**src/rtl/psum_pkg.sv**
```systemverilog
// rtl/psum_pkg.sv - shared widths, FSM states and pipeline-stage record for the psum buffer
package psum_pkg;

    localparam int PSUM_WIDTH = 25;
    localparam int PSUM_DEPTH = 64;
    localparam int PSUM_AW    = $clog2(PSUM_DEPTH);

    typedef enum logic [1:0] {
        ST_IDLE  = 2'd0,
        ST_ACCUM = 2'd1,
        ST_DRAIN = 2'd2,
        ST_DONE  = 2'd3
    } state_t;

    // One element in flight between the PE transfer and the tree output.
    typedef struct packed {
        logic               valid;
        logic [PSUM_AW-1:0] idx;
        logic               last_pass;
        logic               first_pass;
    } stage_t;

endpackage

```
**src/rtl/psum_buffer_mem.sv**
```systemverilog
// rtl/psum_buffer_mem.sv - 1R1W partial-sum array with registered read port, no reset
module psum_buffer_mem #(
    parameter int data_width = 25,
    parameter int depth      = 64,
    parameter int addr_width = $clog2(depth)
) (
    input  logic                  clk,
    input  logic                  wr_en,
    input  logic [addr_width-1:0] wr_addr,
    input  logic [data_width-1:0] wr_data,
    input  logic                  rd_en,
    input  logic [addr_width-1:0] rd_addr,
    output logic [data_width-1:0] rd_data
);

    logic [data_width-1:0] mem_q [depth];
    logic [data_width-1:0] rd_data_q;

    // Storage write and registered read; contents are deliberately left unreset.
    always_ff @(posedge clk) begin
        if (wr_en) begin
            mem_q[wr_addr] <= wr_data;
        end
        if (rd_en) begin
            rd_data_q <= mem_q[rd_addr];
        end
    end

    assign rd_data = rd_data_q;

endmodule

```
**src/rtl/psum_buffer.sv**
```systemverilog
// rtl/psum_buffer.sv - partial-sum buffer closing the accumulation loop around the psum adder tree
module psum_buffer
    import psum_pkg::*;
#(
    parameter int data_width = PSUM_WIDTH,
    parameter int depth      = PSUM_DEPTH,
    parameter int addr_width = $clog2(depth)
) (
    input  logic                  clk,
    input  logic                  rst,
    input  logic                  start,
    input  logic [addr_width:0]   cfg_len,
    input  logic [7:0]            cfg_passes,
    output logic                  busy,
    output logic                  done,
    input  logic                  pe_valid,
    output logic                  pe_ready,
    output logic [data_width-1:0] fifo_data,
    input  logic [data_width-1:0] psum_in,
    output logic                  result_valid,
    output logic [data_width-1:0] result_data
);

    localparam logic [addr_width:0] LEN_MAX  = (addr_width + 1)'(depth);
    localparam logic [addr_width:0] ELEM_ONE = (addr_width + 1)'(1);

    state_t                state_q, state_d;
    logic [addr_width:0]   elem_cnt_q, elem_cnt_d;
    logic [addr_width:0]   len_q, len_d;
    logic [7:0]            pass_cnt_q, pass_cnt_d;
    logic [7:0]            passes_q, passes_d;
    stage_t                s1_q, s1_d, s2_q, s2_d, s3_q, s3_d;
    logic [data_width-1:0] fifo_data_q, fifo_data_d;
    logic [data_width-1:0] result_data_q, result_data_d;
    logic                  result_valid_q, result_valid_d;

    logic                  rd_en, wr_en;
    logic [data_width-1:0] rd_data;
    logic                  xfer, is_last, is_first, len_ok;
    logic [addr_width:0]   elem_next;
    logic                  unused_s3_first;

    // Next-state logic: FSM, pass/element counters, element pipeline and output registers.
    always_comb begin
        state_d        = state_q;
        elem_cnt_d     = elem_cnt_q;
        len_d          = len_q;
        pass_cnt_d     = pass_cnt_q;
        passes_d       = passes_q;
        s1_d           = '0;
        s2_d           = s1_q;
        s3_d           = s2_q;
        fifo_data_d    = fifo_data_q;
        result_data_d  = result_data_q;
        result_valid_d = 1'b0;
        wr_en          = 1'b0;

        xfer      = (state_q == ST_ACCUM) && pe_valid;
        is_last   = (pass_cnt_q == passes_q - 8'd1);
        is_first  = (pass_cnt_q == 8'd0);
        len_ok    = (cfg_len != '0) && (cfg_len <= LEN_MAX);
        elem_next = elem_cnt_q + ELEM_ONE;
        rd_en     = xfer;

        // The read for an element is launched on its transfer edge so the
        // registered read data is present while the element sits in stage 1.
        if (xfer) begin
            s1_d       = '{valid: 1'b1, idx: elem_cnt_q[addr_width-1:0],
                           last_pass: is_last, first_pass: is_first};
            elem_cnt_d = elem_next;
        end

        if (s1_q.valid) begin
            fifo_data_d = s1_q.first_pass ? '0 : rd_data;
        end

        if (s3_q.valid) begin
            if (s3_q.last_pass) begin
                result_data_d  = psum_in;
                result_valid_d = 1'b1;
            end else begin
                wr_en = 1'b1;
            end
        end

        case (state_q)
            ST_IDLE: begin
                if (start && len_ok) begin
                    state_d    = ST_ACCUM;
                    len_d      = cfg_len;
                    passes_d   = (cfg_passes == 8'd0) ? 8'd1 : cfg_passes;
                    elem_cnt_d = '0;
                    pass_cnt_d = 8'd0;
                end
            end
            ST_ACCUM: begin
                if (xfer && (elem_next == len_q)) begin
                    state_d = ST_DRAIN;
                end
            end
            ST_DRAIN: begin
                // Between passes, re-open once stage 3 is the only occupant: its
                // write lands on this edge, before any read of the next pass.
                if (is_last) begin
                    if (!s1_q.valid && !s2_q.valid && !s3_q.valid) begin
                        state_d = ST_DONE;
                    end
                end else if (!s1_q.valid && !s2_q.valid) begin
                    state_d    = ST_ACCUM;
                    pass_cnt_d = pass_cnt_q + 8'd1;
                    elem_cnt_d = '0;
                end
            end
            ST_DONE: begin
                state_d = ST_IDLE;
            end
            default: begin
                state_d = ST_IDLE;
            end
        endcase
    end

    // State and datapath registers; memory contents are not part of reset.
    always_ff @(posedge clk or posedge rst) begin
        if (rst) begin
            state_q        <= ST_IDLE;
            elem_cnt_q     <= '0;
            len_q          <= '0;
            pass_cnt_q     <= 8'd0;
            passes_q       <= 8'd0;
            s1_q           <= '0;
            s2_q           <= '0;
            s3_q           <= '0;
            fifo_data_q    <= '0;
            result_data_q  <= '0;
            result_valid_q <= 1'b0;
        end else begin
            state_q        <= state_d;
            elem_cnt_q     <= elem_cnt_d;
            len_q          <= len_d;
            pass_cnt_q     <= pass_cnt_d;
            passes_q       <= passes_d;
            s1_q           <= s1_d;
            s2_q           <= s2_d;
            s3_q           <= s3_d;
            fifo_data_q    <= fifo_data_d;
            result_data_q  <= result_data_d;
            result_valid_q <= result_valid_d;
        end
    end

    psum_buffer_mem #(
        .data_width (data_width),
        .depth      (depth),
        .addr_width (addr_width)
    ) u_mem (
        .clk     (clk),
        .wr_en   (wr_en),
        .wr_addr (s3_q.idx),
        .wr_data (psum_in),
        .rd_en   (rd_en),
        .rd_addr (elem_cnt_q[addr_width-1:0]),
        .rd_data (rd_data)
    );

    assign unused_s3_first = s3_q.first_pass;

    assign busy         = (state_q == ST_ACCUM) || (state_q == ST_DRAIN);
    assign done         = (state_q == ST_DONE);
    assign pe_ready     = (state_q == ST_ACCUM);
    assign fifo_data    = fifo_data_q;
    assign result_valid = result_valid_q;
    assign result_data  = result_data_q;

endmodule
```
**config.mk**
```make
export PLATFORM = sky130hd
export DESIGN_NAME = psum_buffer
export DESIGN_NICKNAME = d
export VERILOG_FILES = /design/src/rtl/psum_pkg.sv /design/src/rtl/psum_buffer_mem.sv /design/src/rtl/psum_buffer.sv
export SDC_FILE = /design/constraint.sdc
export NUM_CORES = 2
export LEC_CHECK = 0
export CAP_MARGIN = 0
export CORE_ASPECT_RATIO = 0.9
export CORE_MARGIN = 4
export CORE_UTILIZATION = 50
export CTS_BUF_LIST = sky130_fd_sc_hd__clkbuf_8
export CTS_CLUSTER_SIZE = 10
export DETAILED_ROUTE_END_ITERATION = 16
export GPL_ROUTABILITY_DRIVEN = 0
export HOLD_SLACK_MARGIN = 0.12
export PLACE_DENSITY = 0.66
export SLEW_MARGIN = 30
export SYNTH_ARGS = -nofsm -noshare
export SYNTH_HDL_FRONTEND = slang
export SYNTH_SLANG_ARGS = --single-unit
```
**constraint.sdc**
```tcl
create_clock -name clk -period 4.16 [get_ports clk]
set_input_delay 0.832 -clock clk [delete_from_list [all_inputs] [get_ports clk]]
set_output_delay 0.832 -clock clk [all_outputs]
set_load 0.03 [all_outputs]
```
==> results.md <==
* Dpl cell area at 0.0703 sq mm
* Clock skew at 42.8 ps
* Count of final setup violators at 0
* Routed wire length at 173 mm
* Status: completed
* Crit Path Class: reg -> reg
* WP data required at 4840 ps
* DR iter-0 viols at 4369
* Syn Nets at 3154
* Hold bufs inserted after CTS at 0
* DP Wirelength at 100 mm
* Top FF cell, synth: edfxtp_1
* Hold Crit Class: reg -> reg
* Pre-Repair DR Iteration Count at 5
* Final #Nets at 3511
* Seq/Total Area, Yosys at 0.776
* Synth warn at 0
* ANT nets after route at 0
* Maximum VDD drop at 0.470 mV
* Leakage at 0.0243 uW
* Vias in the first global route at 34.3k
* Number of cells on the worst hold path at 0
* Setup TNS at 0 ps
* Number of flops mapped to enable cells by yosys at 1625
* R2R depth at 6
* First-pass GRT wire length at 246 mm
* CP Cell Sequence: buf_4 -> o221ai_1 -> o22ai_1 -> nor2_1 -> buf_4 -> mux4_2
* Largest stage delay on the critical path at 750 ps
* Final period util at 0.836
* Startpoint types: flip-flop
* Clock Pin Slew Worst Setup and Hold Paths at 60 ps
* DRC viols at 0
* Crit path DAT at 4160 ps
* CTS H-tree depth at 5
* CTS tree: built
* Post-DR vias/cell at 6.27
* Async S/R FF share, synth at 0.0623
* Post-route cell area at 0.0752 sq mm
* Clock Latency Late Sink at 970 ps
* CTS root buf: clkbuf_8
* IO Port Bufs at 97
* Pwr dens at 585 mW/mm^2
* CP dominant cell by count: buf_4
* Clock sinks at 1733
* Highest Signal Layer: met5
* CTS resizes at 0
* Die Ht at 354 um
* Largest net degree at the start of global routing at 142
* Total setup buffers inserted after CTS at 0
* Slew HR at 0.276
* Tot GR Track Use at 0.251
* Max cap viols at 0
* Measured slew at the worst slew-check pin at 1090 ps
* Area grow syn2layout at 13.3%
* Slowest-stage cell, CP: buf_4
* Cell Area, Synth at 0.0664 sq mm
* Detailed-route via count at 33.7k
* Die X at 392 um
* Drt wl/cell at 32.1 um
* Starting Density at 0.505
* Cells after Synth at 3101
* Cell row count at 126
* Wl on met1 at 68.1 mm
* Die Footprint at 0.139 sq mm
* Fin util at 0.572
* Grt total ovfl at 0
* Netlist cell types at 57
* Num CTS Buffers at 280
* RSZ-0062 raised after global routing: no
* CP Max Fanout at 42
* Met3 routed WL at 20.3 mm
* Fin crit period at 3480 ps
* FMAX at 288 MHz
* Syn Area/Cell at 21.4 sq um
* Final hold violation count at 0
* Slew Viols, Final at 0
* Synth Register Bits at 1733
* Share of cells above drive strength 1 at 0.283
* Num ports at 98
* Core Region at 0.131 sq mm
* CP endpoint kind: flip-flop
* Met2 routed WL at 78.9 mm
* Initial antenna violation count at 18
* CTS Buffer Depth at 4
[through the flow]
step	power, uW	cells	hold slack, ps	worst slack [ps]
2_1_floorplan	27200	3101	331	482
3_3_place_gp	31200	4904	333	853
3_5_place_dp	31300	4904	339	723
4_1_cts	44300	5371	320	652
5_1_grt	45800	5372	357	589
6_report	44000	5379	354	684
[cell usage in the layout (no fill, tap or decap), types with 72 or more instances in the layout]
master and instances:
dfrtp_1 103, inv_1 126, mux2i_1 100, mux4_2 400, clkdlybuf4s50_1 72, clkbuf_8 299, edfxtp_1 1625, nand2_1 122
buf_4 142
[path summary, 6_finish.rpt]
kind / from / to / slack [ps]
min reg2reg: s1_q[6] / s2_q[6] / 350
max: elem_cnt_q[3] / u_mem.rd_data[16] / 680
min: s1_q[6] / s2_q[6] / 350
min in group asynchronous: rst / result_data[15] / 370
max reg2reg: elem_cnt_q[3] / u_mem.rd_data[16] / 680
max in group asynchronous: rst / elem_cnt_q[0] / 3000
[power breakdown]
group	internal, uW	switching (uW)	leakage [uW]	total (uW)
registers	19600	467	0.0160	20100
logic	4650	6190	0.00543	10800
clock network	6770	6300	0.00285	13100
[flip-flops by register name (all words and copies together) (netlist names), 2 cells and up]
| signal | count |
|---|---|
| s3_q | 8 |
| u_mem.rd_data | 25 |
| state_q | 2 |
| pass_cnt_q | 8 |
| s1_q | 9 |
| result_data | 25 |
| u_mem.mem_q | 1600 |
| len_q | 7 |
| fifo_data | 25 |
| s2_q | 8 |
| passes_q | 8 |
| elem_cnt_q | 7 |
[per-layer routing]
metal | up-vias | GRT usage
li1 | 13600 | -
met1 | 17900 | 0.361
met2 | 1941 | 0.370
met3 | 285 | 0.0767
met4 | 4 | 0.0896
met5 | - | 0
[cell families (layout without fill, tap and decap cells)]
| family | Yosys count | count (layout) | share of synthesized area |
|---|---|---|---|
| AO/OA/AOI/OAI | 258 | 258 | 0.0269 |
| XOR/XNOR | 27 | 27 | 0.00356 |
| adder cells (fa/ha/maj) | 9 | 9 | 0.00170 |
| buffers and inverters | 210 | 752 | 0.0130 |
| flip-flops | 1733 | 1733 | 0.776 |
| multiplexers | 539 | 539 | 0.157 |
| other | 0 | 8 | 0 |
| AND/OR/NAND/NOR | 325 | 325 | 0.0218 |
[worst max-delay path: cells and delay by family, from the launching register on]
family                 cells  cell delay (ps)
muxes                      1              440
buffers and inverters      2              970
AOI/OAI and AO/OA          2              640
DFF                        1              730
and+or+nand+nor            1              270
[layout make-up]
type	count	area [sq um]
Fill cell	9533	56300
Sequential cell	1733	51500
Multi-Input combinational cell	1158	14300
Clock buffer	299	4120
Timing Repair Buffer	247	2210
Tap cell	1728	2160
Clock inverter	168	761
Inverter	38	150
Antenna cell	8	20.0
[synthesized netlist by cell type (4+ instances only)]
| master | instances | area, sq um |
|---|---|---|
| edfxtp_1 | 1625 | 48800 |
| mux4_2 | 400 | 9010 |
| nand2_1 | 124 | 465 |
| nor2_1 | 113 | 424 |
| dfrtp_1 | 108 | 2700 |
| mux2i_1 | 100 | 1000 |
| clkbuf_1 | 96 | 360 |
| a22oi_1 | 50 | 375 |
| o221ai_1 | 50 | 438 |
| buf_2 | 43 | 215 |
| mux2_2 | 39 | 439 |
| inv_1 | 36 | 135 |
| nor2b_1 | 33 | 206 |
| o21ai_0 | 33 | 165 |
| a21oi_1 | 31 | 155 |
| buf_1 | 27 | 101 |
| a31oi_1 | 26 | 163 |
| o22ai_1 | 26 | 163 |
| a211oi_1 | 25 | 188 |
| xnor2_1 | 18 | 158 |
| nand3_1 | 15 | 75.1 |
| ha_1 | 9 | 113 |
| xor2_1 | 9 | 78.8 |
| and3_1 | 7 | 43.8 |
| nand4_1 | 6 | 37.5 |
| buf_4 | 4 | 30.0 |
| nor3_1 | 4 | 20.0 |
Power figures use the tool's default switching activity.
